===== config.mk =====
export PLATFORM = sky130hd
export DESIGN_NAME = q_updater_multi_flat
export DESIGN_NICKNAME = d
export VERILOG_FILES = /design/src/rtl/q_updater_multi_if.sv /design/src/rtl/q_updater_multi.sv /design/src/flat_wrapper.sv
export SDC_FILE = /design/constraint.sdc
export NUM_CORES = 2
export LEC_CHECK = 0
export CAP_MARGIN = 10
export CORE_ASPECT_RATIO = 0.6
export CORE_MARGIN = 3
export CORE_UTILIZATION = 55
export CTS_BUF_LIST = sky130_fd_sc_hd__clkbuf_8
export CTS_CLUSTER_DIAMETER = 60
export CTS_CLUSTER_SIZE = 30
export DETAILED_ROUTE_END_ITERATION = 16
export PLACE_DENSITY = 0.84
export SYNTH_ARGS = -nofsm -noshare
export SYNTH_HDL_FRONTEND = slang
export SYNTH_SLANG_ARGS = --single-unit
export TNS_END_PERCENT = 30

===== constraint.sdc =====
create_clock -name clk -period 57.6 [get_ports clk]
set_clock_uncertainty 0.15 [all_clocks]
set_input_delay 11.52 -clock clk [delete_from_list [all_inputs] [get_ports clk]]
set_output_delay 11.52 -clock clk [all_outputs]
set_load 0.005 [all_outputs]

===== src/rtl/q_updater_multi_if.sv =====
// q_updater_multi_if: handshake and data bundle for the Q-learning update engine.
//   master : transaction source / result sink (policy side)
//   slave  : the update engine
// Signals:
//   in_valid/in_ready    transaction handshake
//   q_in                 Q-values, agent i action j at [(i*N_ACT+j)*DATA_W +: DATA_W]
//   act_in, reward       action taken and reward per agent
//   alpha, gamma         unsigned learning rate / discount, 1.0 = 2^FRAC_W
//   out_valid/out_ready  result handshake
//   qnew_out, amax_out   updated Q[a] and greedy action per agent
//   sat_out              per-agent saturation flag of the final add
//   busy                 engine not idle
interface q_updater_multi_if #(
  parameter int DATA_W  = 32,
  parameter int FRAC_W  = 16,
  parameter int N_AGENT = 2,
  parameter int N_ACT   = 4
);
  localparam int ACT_W = (N_ACT > 1) ? $clog2(N_ACT) : 1;

  logic                            in_valid;
  logic                            in_ready;
  logic [N_AGENT*N_ACT*DATA_W-1:0] q_in;
  logic [N_AGENT*ACT_W-1:0]        act_in;
  logic [N_AGENT*DATA_W-1:0]       reward;
  logic [FRAC_W:0]                 alpha;
  logic [FRAC_W:0]                 gamma;
  logic                            out_valid;
  logic                            out_ready;
  logic [N_AGENT*DATA_W-1:0]       qnew_out;
  logic [N_AGENT*ACT_W-1:0]        amax_out;
  logic [N_AGENT-1:0]              sat_out;
  logic                            busy;

  modport master (
    output in_valid, q_in, act_in, reward, alpha, gamma, out_ready,
    input  in_ready, out_valid, qnew_out, amax_out, sat_out, busy
  );

  modport slave (
    input  in_valid, q_in, act_in, reward, alpha, gamma, out_ready,
    output in_ready, out_valid, qnew_out, amax_out, sat_out, busy
  );
endinterface


===== src/rtl/q_updater_multi.sv =====
// q_updater_multi: time-multiplexed Q-learning update engine.
// For each agent i: Qnew = Q[a] + alpha*(R + gamma*max(Q) - Q[a]), using one
// shared multiplier (gamma*q_max in MUL_G, alpha*td in UPD). Results for all
// agents are presented together once the last agent finishes.
// Ports:
//   clk  rising-edge clock
//   rst  asynchronous active-low reset
//   bus  q_updater_multi_if.slave (handshakes, operands, results, busy)
// Optional build macro QUPD_ROUND_EN: both >>> FRAC_W shifts round half-up
// instead of truncating toward negative infinity.
//
// state | meaning
// IDLE  | waiting for a transaction
// MUL_G | agent i: pick q_sa / q_max / amax, t1 = gamma*q_max
// DIFF  | agent i: td = R + t1 - q_sa
// UPD   | agent i: qnew = sat(q_sa + alpha*td), next agent or DONE
// DONE  | results valid, held until out_ready
module q_updater_multi #(
  parameter int DATA_W  = 32,
  parameter int FRAC_W  = 16,
  parameter int N_AGENT = 2,
  parameter int N_ACT   = 4
) (
  input logic               clk,
  input logic               rst,
  q_updater_multi_if.slave  bus
);
  localparam int ACT_W = (N_ACT > 1) ? $clog2(N_ACT) : 1;
  localparam int CNT_W = (N_AGENT > 1) ? $clog2(N_AGENT) : 1;
  localparam int AW    = DATA_W + 3;
  localparam int PW    = DATA_W + FRAC_W + 5;
  localparam int SW    = DATA_W + 5;
  localparam logic [FRAC_W:0]       ONE  = (FRAC_W+1)'(1) << FRAC_W;
  localparam logic signed [SW-1:0]  SMAX = SW'((64'sd1 <<< (DATA_W-1)) - 64'sd1);
  localparam logic signed [SW-1:0]  SMIN = -SMAX - SW'(1);

  typedef enum logic [2:0] {IDLE, MUL_G, DIFF, UPD, DONE} state_t;
  state_t state;

  logic [N_AGENT*N_ACT*DATA_W-1:0] q_l;
  logic [N_AGENT*ACT_W-1:0]        act_l;
  logic [N_AGENT*DATA_W-1:0]       r_l;
  logic [FRAC_W:0]                 alpha_l, gamma_l;
  logic [CNT_W-1:0]                cnt;
  logic signed [DATA_W:0]          t1;
  logic signed [AW-1:0]            td;

  int                       base;
  logic [ACT_W-1:0]         act_sel, idx_sa, max_idx;
  logic signed [DATA_W-1:0] q_sa, q_max, r_i, q_sat;
  logic signed [AW-1:0]     mul_a;
  logic signed [FRAC_W+1:0] mul_b;
  logic signed [PW-1:0]     prod, prod_r, shifted;
  logic signed [SW-1:0]     sum;
  logic                     sat_hi, sat_lo, accept;

  assign bus.in_ready = (state == IDLE) || (state == DONE && bus.out_ready);
  assign bus.busy     = (state != IDLE);
  assign accept       = bus.in_valid && bus.in_ready;

  // Operand selection for the current agent; strict '>' keeps the lowest index on ties.
  always_comb begin
    base    = int'(cnt) * N_ACT;
    act_sel = act_l[int'(cnt)*ACT_W +: ACT_W];
    idx_sa  = (int'(act_sel) < N_ACT) ? act_sel : '0;
    q_sa    = q_l[(base + int'(idx_sa))*DATA_W +: DATA_W];
    q_max   = q_l[base*DATA_W +: DATA_W];
    max_idx = '0;
    for (int j = 1; j < N_ACT; j++) begin
      if ($signed(q_l[(base+j)*DATA_W +: DATA_W]) > q_max) begin
        q_max   = q_l[(base+j)*DATA_W +: DATA_W];
        max_idx = ACT_W'(j);
      end
    end
    r_i = r_l[int'(cnt)*DATA_W +: DATA_W];
  end

  // Shared multiplier: gamma*q_max outside UPD, alpha*td in UPD.
  always_comb begin
    mul_a = (state == UPD) ? td : AW'(q_max);
    mul_b = $signed({1'b0, (state == UPD) ? alpha_l : gamma_l});
    prod  = mul_a * mul_b;
`ifdef QUPD_ROUND_EN
    prod_r = prod + (PW'(1) << (FRAC_W-1));
`else
    prod_r = prod;
`endif
    shifted = prod_r >>> FRAC_W;
    sum     = SW'(q_sa) + SW'(shifted);
    sat_hi  = (sum > SMAX);
    sat_lo  = (sum < SMIN);
    q_sat   = sat_hi ? SMAX[DATA_W-1:0] : (sat_lo ? SMIN[DATA_W-1:0] : sum[DATA_W-1:0]);
  end

  always_ff @(posedge clk or negedge rst) begin
    if (!rst) begin
      state        <= IDLE;
      cnt          <= '0;
      q_l          <= '0;
      act_l        <= '0;
      r_l          <= '0;
      alpha_l      <= '0;
      gamma_l      <= '0;
      t1           <= '0;
      td           <= '0;
      bus.out_valid <= 1'b0;
      bus.qnew_out <= '0;
      bus.amax_out <= '0;
      bus.sat_out  <= '0;
    end else begin
      if (state == DONE && bus.out_ready) begin
        bus.out_valid <= 1'b0;
        state         <= IDLE;
      end
      if (accept) begin
        q_l     <= bus.q_in;
        act_l   <= bus.act_in;
        r_l     <= bus.reward;
        alpha_l <= (bus.alpha > ONE) ? ONE : bus.alpha;
        gamma_l <= (bus.gamma > ONE) ? ONE : bus.gamma;
        cnt     <= '0;
        state   <= MUL_G;
      end
      case (state)
        MUL_G: begin
          t1 <= (DATA_W+1)'(shifted);
          bus.amax_out[int'(cnt)*ACT_W +: ACT_W] <= max_idx;
          state <= DIFF;
        end
        DIFF: begin
          td    <= AW'(r_i) + AW'(t1) - AW'(q_sa);
          state <= UPD;
        end
        UPD: begin
          bus.qnew_out[int'(cnt)*DATA_W +: DATA_W] <= q_sat;
          bus.sat_out[cnt] <= sat_hi || sat_lo;
          if (cnt == CNT_W'(N_AGENT-1)) begin
            bus.out_valid <= 1'b1;
            state         <= DONE;
          end else begin
            cnt   <= cnt + 1'b1;
            state <= MUL_G;
          end
        end
        default: ;
      endcase
    end
  end
endmodule


===== src/flat_wrapper.sv =====
// flat-port wrapper written by rule: the top's interface ports become plain ports
module q_updater_multi_flat 
#(
  parameter int DATA_W  = 32,
  parameter int FRAC_W  = 16,
  parameter int N_AGENT = 2,
  parameter int N_ACT   = 4
)
  (clk, rst, bus_in_valid, bus_q_in, bus_act_in, bus_reward, bus_alpha, bus_gamma, bus_out_ready, bus_in_ready, bus_out_valid, bus_qnew_out, bus_amax_out, bus_sat_out, bus_busy);
  q_updater_multi_if #(.DATA_W(DATA_W), .FRAC_W(FRAC_W), .N_AGENT(N_AGENT), .N_ACT(N_ACT)) bus_i ();
  input logic clk;
  input logic rst;
  input wire logic [$bits(bus_i.in_valid)-1:0] bus_in_valid;
  input wire logic [$bits(bus_i.q_in)-1:0] bus_q_in;
  input wire logic [$bits(bus_i.act_in)-1:0] bus_act_in;
  input wire logic [$bits(bus_i.reward)-1:0] bus_reward;
  input wire logic [$bits(bus_i.alpha)-1:0] bus_alpha;
  input wire logic [$bits(bus_i.gamma)-1:0] bus_gamma;
  input wire logic [$bits(bus_i.out_ready)-1:0] bus_out_ready;
  output wire logic [$bits(bus_i.in_ready)-1:0] bus_in_ready;
  output wire logic [$bits(bus_i.out_valid)-1:0] bus_out_valid;
  output wire logic [$bits(bus_i.qnew_out)-1:0] bus_qnew_out;
  output wire logic [$bits(bus_i.amax_out)-1:0] bus_amax_out;
  output wire logic [$bits(bus_i.sat_out)-1:0] bus_sat_out;
  output wire logic [$bits(bus_i.busy)-1:0] bus_busy;
  assign bus_i.in_valid = bus_in_valid;
  assign bus_i.q_in = bus_q_in;
  assign bus_i.act_in = bus_act_in;
  assign bus_i.reward = bus_reward;
  assign bus_i.alpha = bus_alpha;
  assign bus_i.gamma = bus_gamma;
  assign bus_i.out_ready = bus_out_ready;
  assign bus_in_ready = bus_i.in_ready;
  assign bus_out_valid = bus_i.out_valid;
  assign bus_qnew_out = bus_i.qnew_out;
  assign bus_amax_out = bus_i.amax_out;
  assign bus_sat_out = bus_i.sat_out;
  assign bus_busy = bus_i.busy;
  q_updater_multi #(.DATA_W(DATA_W), .FRAC_W(FRAC_W), .N_AGENT(N_AGENT), .N_ACT(N_ACT)) u_core (.clk(clk), .rst(rst), .bus(bus_i));
endmodule

After elaboration in Yosys (flattened, before gate mapping) --
Cells that the tools add are included.
Storage, ports and cells: register bits 501, word-level logic and storage cells 83
Cells by class: shifts and indexed selects 11, add/subtract/negate cells 10, reductions and logical operators 8, multiplexer cells 27, equal/unequal tests 4, $mul 1, magnitude comparators 9
Operator list (number):
- variable part select 256 x 32 -> 32 bit | 3
- variable part select 256 x 10 -> 32 bit | 1
- variable part select 256 x 9 -> 32 bit | 1
- 2-to-1 mux 32 bit | 5
- > comparator 32 bit | 3
- bitwise mux 64 bit | 1
- variable shift 32 x 33 -> 64 bit, first input constant | 1
- variable part select 32 x 33 -> 64 bit | 1
- variable part select 64 x 7 -> 32 bit | 1
- multiplier 35 x 18 -> 53 bit | 1
- 2-to-1 mux 17 bit | 3
- adder 32 x 37 -> 37 bit | 1
- > comparator 37 x 32 -> 1 bit, second input constant | 1
- less-than comparator 37 x 32 -> 1 bit, second input constant | 1
- 2-to-1 mux 35 bit | 1
- subtractor 34 x 32 -> 35 bit | 1
- adder 32 x 33 -> 34 bit | 1
- > comparator 17 bit, second input constant | 2
- negator 2 -> 33 bit | 1
- negator 6 -> 33 bit | 1
- variable shift 2 x 33 -> 4 bit, first input constant | 1
- variable part select 2 x 33 -> 4 bit | 1
- 2-to-1 mux 3 bit | 3
- one-hot mux 3 bit (3 select lines) | 1
- 20 further kinds | 33

Logic depth before layout (Yosys ltp) --
depth in word-level cells 16, gate-level depth with buffers 85, depth with buffers taken out 75

Worst setup path before layout --
No wires, ideal clock.
path kind input to output, start in bus_out_ready, end out bus_in_ready, data arrival time 11.897 ns, buffers on the path 0, path slack 34.033 ns, cell stages on the path 2, data required time 45.930 ns, path through inv_1 a211oi_1
Between the ends: cells in the longest elaborated chain, start to end 2
Ends and longest elaborated chain:
- from (decl) | RTL line flat_wrapper.sv:19 | input wire logic [$bits(bus_i.out_ready)-1:0] bus_out_ready;
- logical AND 1 bit | RTL line q_updater_multi.sv:57 | assign bus.in_ready = (state == IDLE) || (state == DONE && bus.out_ready);
- logical OR 1 bit | RTL line q_updater_multi.sv:57
- to (decl) | RTL line flat_wrapper.sv:20 | output wire logic [$bits(bus_i.in_ready)-1:0] bus_in_ready;
Every way passes these cells.

Worst setup path in the final report --
start reg u_core.cnt, end reg u_core.bus.qnew_out[49]
Between the ends: cells in the longest elaborated chain, start to end 16, elaborated cells between the ends (all ways) 27, those cells by class 6 x add/sub; 1 x mul; 5 x order compare; 8 x shift; 7 x mux
Ends and longest elaborated chain:
- from (decl) | RTL line q_updater_multi.sv:44 | logic [CNT_W-1:0] cnt;
- from (signal assigned) | RTL line q_updater_multi.sv:141 | cnt <= cnt + 1'b1;
- adder 3 x 1 -> 4 bit | RTL line q_updater_multi.sv:70, q_updater_multi.sv:71
- variable part select 256 x 32 -> 32 bit | RTL line q_updater_multi.sv:70, q_updater_multi.sv:71
- > comparator 32 bit | RTL line q_updater_multi.sv:70 | if ($signed(q_l[(base+j)*DATA_W +: DATA_W]) > q_max) begin
- 2-to-1 mux 32 bit | RTL line q_updater_multi.sv:70
- > comparator 32 bit | RTL line q_updater_multi.sv:70
- 2-to-1 mux 32 bit | RTL line q_updater_multi.sv:70
- > comparator 32 bit | RTL line q_updater_multi.sv:70
- 2-to-1 mux 32 bit * | RTL line q_updater_multi.sv:70
- 2-to-1 mux 35 bit * | RTL line q_updater_multi.sv:80 | mul_a = (state == UPD) ? td : AW'(q_max);
- multiplier 35 x 18 -> 53 bit * | RTL line q_updater_multi.sv:82 | prod = mul_a * mul_b;
- via u_core.prod[39] | RTL line q_updater_multi.sv:53 | logic signed [PW-1:0] prod, prod_r, shifted;
- adder 32 x 37 -> 37 bit * | RTL line q_updater_multi.sv:89 | sum = SW'(q_sa) + SW'(shifted);
- less-than comparator 37 x 32 -> 1 bit | RTL line q_updater_multi.sv:91 | sat_lo = (sum < SMIN);
- 2-to-1 mux 32 bit | RTL line q_updater_multi.sv:92 | q_sat = sat_hi ? SMAX[DATA_W-1:0] : (sat_lo ? SMIN[DATA_W-1:0] : sum[DATA_W-1:0]);
- 2-to-1 mux 32 bit * | RTL line q_updater_multi.sv:92
- variable part select 32 x 33 -> 64 bit * | RTL line q_updater_multi.sv:135 | bus.qnew_out[int'(cnt)*DATA_W +: DATA_W] <= q_sat;
- bitwise mux 64 bit * | RTL line q_updater_multi.sv:135
- to (signal, indexed assignment) | RTL line q_updater_multi.sv:135
- to (decl) | RTL line q_updater_multi_if.sv:42 | output in_ready, out_valid, qnew_out, amax_out, sat_out, busy
Mark *: on every way through the listed nets, which the timed path passes. The rest lies on a longest branch. A chain may end at the register's enable or synchronous reset.

==> impl_metrics.yaml <==
status:
  status: "finished clean"
cells_and_area:
  regArea_sq_mm: 0.0125
  fillCellCount: 7403
  drive_gt1_frac: 0.0652
  finalNetCount: 7244
  layout.cells.most_common: "nand2_1"
  area_delta_synth_final_pct: 12.3
  final_cell_mix: "nand2_1 (1449), inv_1 (760), fa_1 (598), dfrtp_1 (500), nor2_1 (446)"
  multi_input_area_sq_mm: 0.0346
clock_network:
  clk_pin_slew_worst_paths_ns: 0.15
  cts_sinks: 501
  hold_buffers: 0
  clockRootBuffer: "clkbuf_8"
  clock_latency_ns: 0.73
  ctsResizeCount: 0
  cts_buffers: 34
  cts_tree: "yes"
  cts_setup_buffers: 0
  h-tree-depth: 2
  clock_path_buffers: 3
synthesis:
  synth_cell_types: 82
  synthSimpleGateAreaFrac: 0.178
  synth-xor-area-share: 0.0185
  synthCells: 5756
  synth_area_per_cell_sq_um: 8.86
  synth_ff_type: "dfrtp_1"
  synthMuxAreaShare: 0.0724
  synthArstFlopShare: 1.00
  synth_compound_area_frac: 0.101
  synth_top_family_by_area: "adder cells"
  synth-seq-cells: 501
  syn_nets: 7003
  synthAdderAreaFrac: 0.305
  synth_warnings: 0
  yosysSeqAreaShare: 0.246
  synth_edf_count: 0
  synth_area_sq_mm: 0.0510
global_routing:
  grt_pass1_vias: 43300
  track_usage: 0.343
  overflow: 0
  grt_start_max_net_pins: 234
  antenna_found_initial: 3
  grt_pass1_wl_microns: 256000
sta:
  fin_crit_ns: 25.07
  maxSlewHeadroom: 0.158
  final-max-slew-violation-count: 0
  finalHoldViolCount: 0
  tns_ns: 0
  finalSetupViolations: 0
  max_freq_mhz: 39.9
  rsz0062_at_grt: "false"
  period_share: 0.435
  worst_pin_slew_ns: 1.26
setup_path:
  cp.required_ns: 58.00
  crit_type: "flip-flop to flip-flop"
  slowest_stage: "o31ai_2"
  worst_ep_arrival_time_ns: 25.47
  startpoint_type: "flip-flop"
  endpoint_kind: "flip-flop"
  cpPeakStageDelay_ns: 0.94
  cp_max_fo: 110
place:
  port_buffers: 434
  dp_hpwl_microns: 131000
  gp_congestion: 1.02
floorplan:
  floorplan.initialDensity: 0.561
  die_h_microns: 242
  rows: 85
  die_w_microns: 399
  core_sq_mm: 0.0908
  die_area_sq_mm: 0.0965
  pin_count: 435
drt:
  dr.pass1.iters: 7
  wl_microns: 165000
  ant_nets: 0
  drc: 0
  drt_iter0_drc: 5075
  wl_per_cell_microns: 22.8
  routed-via-count: 43000
  viasPerCell: 5.94
flow_run:
  cap_violations: 0
hold_path:
  hold_path.class: "flip-flop to flip-flop"
state kept, by name, summed over array words and instances (netlist names):
register / count
u_core.q_l: 256
u_core.bus.qnew_out: 64
u_core.r_l: 64
u_core.td: 35
u_core.t1: 33
u_core.alpha_l: 17
u_core.gamma_l: 17
u_core.act_l: 4
u_core.bus.amax_out: 4
u_core.state: 3
u_core.bus.sat_out: 2
u_core.bus.out_valid: 1
u_core.cnt: 1
path summary, 6_finish.rpt:
check,from,end,slack [ns],cells past startpoint
worst max-delay path,u_core.cnt,u_core.bus.qnew_out[49],32.53,69
worst min-delay path,u_core.alpha_l[3],u_core.alpha_l[3],0.34,2
worst max register to register,u_core.cnt,u_core.bus.qnew_out[49],32.53,69
worst min register to register,u_core.alpha_l[3],u_core.alpha_l[3],0.34,2
max in group asynchronous,rst,u_core.t1[26],44.36,3
min in group asynchronous,rst,u_core.q_l[229],10.63,1
Yosys cell counts (all sizes together) (37+ instances only):
cell type  instances  area (sq um)
mux2i             73           731
nand2           1450          5440
xor2              42           375
a21o             116           871
ha               287          3590
fa               598         12000
a21oi            141           709
o21ai            121           609
buf               49           251
xnor2             64           568
dfrtp            501         12500
nor3              53           270
a311oi            50           438
inv              759          2850
nor2             448          1680
a211oi            48           365
nand3             37           185
nand2b            53           332
clkbuf           237           891
mux2             135          1520
o21a              37           285
mux4              64          1440
logic make-up (layout without fill, tap and decap cells):
group           count (synthesis)  after routing
compound gates                724            724
mux                           272            272
buf+inv                      1045           1312
other cells                     0              5
flops                         501            501
simple gates                 2223           2223
xor+xnor                      106            106
fa+ha+maj                     885            885
area by class of cell:
class,instances,area share
Multi-Input combinational cell,4210,0.604
Clock buffer,36,0.00865
Timing Repair Buffer,491,0.0844
Inverter,759,0.0497
Clock inverter,26,0.00736
Antenna cell,5,0.000218
Sequential cell,501,0.219
Tap cell,1218,0.0266
stage by stage:
stage                     hold slack, ns  setup slack [ns]  utilization  std cells  cell area (sq um)
after floorplan                    0.289             34.03            -       5756              51000
after global placement             0.301             32.74        0.620       7178              56300
after detailed placement           0.305             32.73        0.620       7178              56300
after CTS                          0.338             32.73        0.630       7240              57200
after global routing               0.355             31.69        0.631       7241              57300
final                              0.340             32.53        0.631       7246              57300
per-layer routing:
| metal | up-vias | wire, microns | track usage |
|---|---|---|---|
| met5 | - | 94 | 0.00595 |
| met4 | 4 | 6260 | 0.107 |
| met3 | 375 | 23000 | 0.134 |
| met2 | 2530 | 68500 | 0.484 |
| met1 | 21200 | 67500 | 0.487 |
| li1 | 18900 | - | - |
critical path, delay by kind of cell (launching register included):
kind / cells / cell delay [ns]
buffers and inverters: 9 / 3.09
flip-flops: 1 / 0.74
AND/OR/NAND/NOR: 25 / 7.72
multiplexers: 1 / 0.44
XOR/XNOR: 2 / 0.80
adder cells (fa/ha/maj): 11 / 5.05
AO/OA/AOI/OAI: 21 / 6.48
Power is left out: the tool's default activity adds up to more than one toggle a clock period on the data nets, which glitch-free logic cannot reach.
